===== src/rtl/vga_timing_gen.sv =====
// rtl/vga_timing_gen.sv - parametrised VGA/DVI raster timing generator
// Counters sample position each enabled clock; outputs are the registered decode of that position.
module vga_timing_gen #(
   parameter int H_FP   = 16,
   parameter int H_SYNC = 96,
   parameter int H_BP   = 48,
   parameter int H_ACT  = 640,
   parameter int V_FP   = 10,
   parameter int V_SYNC = 2,
   parameter int V_BP   = 33,
   parameter int V_ACT  = 480,
   parameter int H_POL  = 0,
   parameter int V_POL  = 0,
   parameter int CW     = 11
) (
   input  logic          clk,
   input  logic          sync_rst,
   input  logic          ce,
   output logic          h_sync,
   output logic          v_sync,
   output logic          de,
   output logic [CW-1:0] x,
   output logic [CW-1:0] y,
   output logic          line_start,
   output logic          frame_start
);

   localparam int H_BLANK = H_FP + H_SYNC + H_BP;
   localparam int H_TOTAL = H_BLANK + H_ACT;
   localparam int V_BLANK = V_FP + V_SYNC + V_BP;
   localparam int V_TOTAL = V_BLANK + V_ACT;

   localparam logic [CW-1:0] H_SS   = CW'(H_FP);
   localparam logic [CW-1:0] H_SE   = CW'(H_FP + H_SYNC);
   localparam logic [CW-1:0] H_BL   = CW'(H_BLANK);
   localparam logic [CW-1:0] H_LAST = CW'(H_TOTAL - 1);
   localparam logic [CW-1:0] V_SS   = CW'(V_FP);
   localparam logic [CW-1:0] V_SE   = CW'(V_FP + V_SYNC);
   localparam logic [CW-1:0] V_BL   = CW'(V_BLANK);
   localparam logic [CW-1:0] V_LAST = CW'(V_TOTAL - 1);

   localparam logic H_ON = (H_POL != 0);
   localparam logic V_ON = (V_POL != 0);

   logic [CW-1:0] h;
   logic [CW-1:0] v;
   logic          h_act;
   logic          v_act;
   logic          hs_d;
   logic          vs_d;

   always_comb begin
      h_act = (h >= H_BL);
      v_act = (v >= V_BL);
      hs_d  = (h >= H_SS && h < H_SE) ? H_ON : ~H_ON;
      vs_d  = (v >= V_SS && v < V_SE) ? V_ON : ~V_ON;
   end

   always_ff @(posedge clk) begin
      if (sync_rst) begin
         h           <= '0;
         v           <= '0;
         h_sync      <= ~H_ON;
         v_sync      <= ~V_ON;
         de          <= 1'b0;
         x           <= '0;
         y           <= '0;
         line_start  <= 1'b0;
         frame_start <= 1'b0;
      end else begin
         // strobes drop on held clocks so each event is exactly one clock wide
         line_start  <= 1'b0;
         frame_start <= 1'b0;
         if (ce) begin
            h_sync      <= hs_d;
            v_sync      <= vs_d;
            de          <= h_act && v_act;
            x           <= h_act ? h - H_BL : '0;
            y           <= v_act ? v - V_BL : '0;
            line_start  <= (h == '0);
            frame_start <= (h == '0) && (v == '0);
            if (h == H_LAST) begin
               h <= '0;
               v <= (v == V_LAST) ? '0 : v + 1'b1;
            end else begin
               h <= h + 1'b1;
            end
         end
      end
   end

endmodule

===== config.mk =====
export PLATFORM = sky130hd
export DESIGN_NAME = vga_timing_gen
export DESIGN_NICKNAME = d
export VERILOG_FILES = /design/src/rtl/vga_timing_gen.sv
export SDC_FILE = /design/constraint.sdc
export NUM_CORES = 1
export LEC_CHECK = 0
export ABC_CLOCK_PERIOD_IN_PS = 5100
export CORE_ASPECT_RATIO = 1.5
export CORE_MARGIN = 1
export CORE_UTILIZATION = 62
export CTS_BUF_LIST = sky130_fd_sc_hd__clkbuf_8
export CTS_CLUSTER_SIZE = 25
export DETAILED_ROUTE_END_ITERATION = 12
export HOLD_SLACK_MARGIN = 0.03
export PLACE_DENSITY = 0.87
export RECOVER_POWER = 25
export SETUP_SLACK_MARGIN = 0.4
export SYNTH_ARGS = -nofsm -noshare
export SYNTH_HDL_FRONTEND = slang
export SYNTH_SLANG_ARGS = --single-unit

===== constraint.sdc =====
create_clock -name clk -period 5.1 [get_ports clk]
set_clock_uncertainty 0.1 [all_clocks]
set_input_delay 1.53 -clock clk [delete_from_list [all_inputs] [get_ports clk]]
set_output_delay 1.53 -clock clk [all_outputs]
set_load 0.1 [all_outputs]

# After elaboration in Yosys (flattened, before gate mapping)
# Index checks and enable logic that the tools add are counted.
[word_totals] regBits=49 output_inout_bits=27 word_cells=36
[classes] n_bitwise=1 add_sub_neg=4 n_mux=6 n_eq_ne=2 n_lt_le_gt_ge=6 n_reduce_logical=8
[op_table] cell="$mux W11" n=4
[op_table] cell="$add A11 B1 Y11 const B" n=2
[op_table] cell="$eq A11 B10 Y1 const B" n=2
[op_table] cell="$logic_not A11 Y1" n=2
[op_table] cell="$ge A11 B4 Y1 const B" n=1
[op_table] cell="$ge A11 B5 Y1 const B" n=1
[op_table] cell="$ge A11 B6 Y1 const B" n=1
[op_table] cell="$ge A11 B8 Y1 const B" n=1
[op_table] cell="$lt A11 B4 Y1 const B" n=1
[op_table] cell="$lt A11 B7 Y1 const B" n=1
[op_table] cell="$sub A11 B6 Y11 const B" n=1
[op_table] cell="$sub A11 B8 Y11 const B" n=1
[op_table] cell="$logic_and A1 B1 Y1" n=4
[op_table] cell="$mux W1" n=2
[op_table] cell="$reduce_and A2 Y1" n=1
[op_table] cell="$reduce_or A2 Y1" n=1
[op_table] cell="$not A1 Y1" n=1

# Longest topological paths before layout
[depth] word_depth=3 ltp_mapped=6

# Worst setup path after synthesis
# OpenSTA, ideal clock, no wires.
[synth_path] path_kind="input -> register" from="in ce" to="reg v[5]" required_time_ps=4930 arrival_time_ps=2874 path_slack_ps=2055 path_stages=5 setup_ps=70 cell_sequence="buf_2 -> nand4_1 -> or3_4 -> or4b_1 -> a21oi_1"
[synth_between] elab_chain_cells=1
[synth_rtl] element="start: declaration" line_no="18" source="input logic ce,"
[synth_rtl] element="$reduce_and A2 Y1 (no line)"
[synth_rtl] element="end signal: assignment" line_no="84" source="v <= (v == V_LAST) ? '0 : v + 1'b1;"
[synth_rtl] element="end: declaration" line_no="46" source="logic [CW-1:0] v;"
# Every way passes these cells.
# A chain may end at the register's enable or synchronous reset.

# Worst setup path after layout
[layout_path] from="reg x[5]" to="out x[5]"
[layout_rtl] element="start: declaration" line_no="22" source="output logic [CW-1:0] x,"
[layout_rtl] element="start signal: assignment" line_no="78" source="x <= h_act ? h - H_BL : '0;"
# No word-level cell between the ends.

==> out/qor.csv <==
metric;value;unit
postCtsHoldBufs;0;
synthArstFlopShare;0;%
reg2reg_depth;4;
core-area;3960;µm²
grt.total_usage;28.0;%
finalHoldViolations;0;
hp-start;y[6];
clockBufferDepth;2;
required;3.47;ns
critPathLaunchType;flop;
cts_tree;yes;
dp_hpwl;3960;µm
antenna_found_initial;0;
root_buffer;clkbuf_8;
htree_levels;2;
first_iter_violations;78;
crit_path_max_fanout;2;
die_y;81.0;µm
setup_slack;1.66;ns
initial_core_util;65.2;%
grt_pass1_wl;9090;µm
fin_crit_sh;67.4;%
die_x;54.7;µm
crit_start;x[5];
seq_area_frac_synth;38.0;%
area_growth;13.1;%
regToRegSetupSlack;2.43;ns
final_net_count;342;
gp_congestion;0.922;
r2r_start;h[5];
p_sw_share;24.1;%
regArea;981;µm²
placed_cell_area;2840;µm²
grt_remaining_overflow;0;
p_total;642;µW
die-area;4430;µm²
io_buffers;29;
power_leakage;0.00102;µW
maxSlewViolCount;0;
cp.arrival;1.81;ns
drc;0;
power.internal;487;µW
cts_setup_buffers;0;
multi_input_area;1450;µm²
finalCriticalPeriod;3.44;ns
drive_gt1_share;3.33;%
finalWirelength;5680;µm
synth_cell_types;43;
synth_cells;316;
max-cap-violations;0;
rows;28;
cts.sinks;49;
r2r-end;x[10];
n_antenna_cell;0;
critPathKind;flop to primary output;
vias_per_cell;6.17;
setup_tns;0;ns
rsz0062_at_grt;false;
clockPowerShare;33.9;%
crit_cells;1;
clkTransAtPathRegs;0.09;ns
via_count;2312;
relSlewSlack;18.7;%
syn_area_per_cell;8.17;µm²
synth_edf_count;0;
p_sw;154;µW
min_path_type;flop to flop;
crit_path_end;x[5];
critical_path_buf_inv_count;1;
final_area;2920;µm²
status;complete, no violations;
fill_cells;308;
path_cells;clkdlybuf4s50_1;
clk-insertion-delay-late;0.30;ns
drt.antenna.violating_nets;0;
grt_pass1_vias;2075;
critPathCaptureType;primary output;
synth.cell_area;2580;µm²
numCtsBuffers;5;
power_frac_comb;5.6;%
setup_viol;0;
grt_max_degree;45;
firstDrtPassIters;5;
avgRoutedWirePerCell;15.1;µm
synth_nets;329;
dp_slack;1.54;ns
powerDensity;220;nW/µm²
tightestPinTransition;1.21;ns
cts_resized;0;
crit_family;buffers and inverters;
cpMaxStageDelayCell;clkdlybuf4s50_1;
synthFlopType;dfxtp_1;
max_freq;291;MHz
num_io_pins;30;
utilization;73.7;%
ys_seq_elements;49;
peakVddDrop;214;µV
cp_slowest_stage_delay;1.15;ns
pwr-share-seq;60.4;%
yosys_warnings;0;
[worst min path at each step]
stage / end / cells after the start / slack [ns]
floorplan: frame_start / 3 / 0.40
global placement: y[6] / 2 / 0.33
detailed placement: y[6] / 2 / 0.34
CTS: y[6] / 2 / 0.36
global route: x[8] / 2 / 0.39
finish: y[6] / 2 / 0.36
[through the flow]
stage / std cells / hold slack [ns]
after CTS: 375 / 0.361
final: 375 / 0.356
after detailed placement: 367 / 0.341
after global placement: 367 / 0.335
after floorplan: 316 / 0.396
after global routing: 375 / 0.394
[placed cells by master (no fill, tap or decap), drive strengths merged, types with 8 or more instances in the layout]
master,count
xnor2,12
dfxtp,49
nor3,11
xor2,8
nor2,26
clkdlybuf4s50,28
o211ai,12
a21oi,23
nand2b,19
nand2,23
inv,16
ha,10
nand3,12
o21ai,15
[Yosys cell counts, types with 4 or more instances]
cell type  instances  area (µm²)
xor2_1             8        70.1
ha_1              10         125
nand4b_1           4        35.0
o211ai_1          12        90.1
o21ai_0           15        75.1
buf_2              4        20.0
dfxtp_1           49         981
nor3_1            11        55.1
clkbuf_1          16        60.1
nor4_1             6        37.5
inv_1             13        48.8
or3_1              4        25.0
nand2b_1          19         119
nand3_1           12        60.1
nand2_1           23        86.3
a21oi_1           23         115
xnor2_1           12         105
nand4_1            7        43.8
nor2_1            26        97.6
[cell families after synthesis]
group	share of synthesized area [%]
flops	38.0
fa+ha+maj	4.85
buf+inv	5.91
mux	1.16
simple gates	27.5
compound gates	15.8
xor+xnor	6.79
[area by class of cell]
type	instances	area share, %
multi-input combinational	229	49.6
clock inverter	3	0.386
tap	45	1.93
clock buffer	5	2.36
sequential	49	33.6
timing repair buffer	31	10.5
inverter	13	1.67
[metal layers]
metal	global-route usage, %	wire, µm	share of wire (%)	up-vias
met5	0	0	0	-
met4	14.1	129	2.3	0
met3	7.49	271	4.8	17
met2	49.9	3080	54	85
met1	28.2	2190	39	1074
li1	-	-	-	1136
[power groups by stage]
stage	combinational, µW	clock, µW	sequential (µW)
floorplan	18.0	0	406
global placement	35.8	0	397
detailed placement	36.2	0	397
CTS	36.3	218	388
global route	38.8	233	388
finish	36.2	218	388
[registers in the layout, summed over array words and instances, names as in the netlist]
register / count
v: 11
frame_start: 1
y: 11
de: 1
h_sync: 1
x: 11
v_sync: 1
h: 11
line_start: 1
Power figures use the tool's default switching activity.
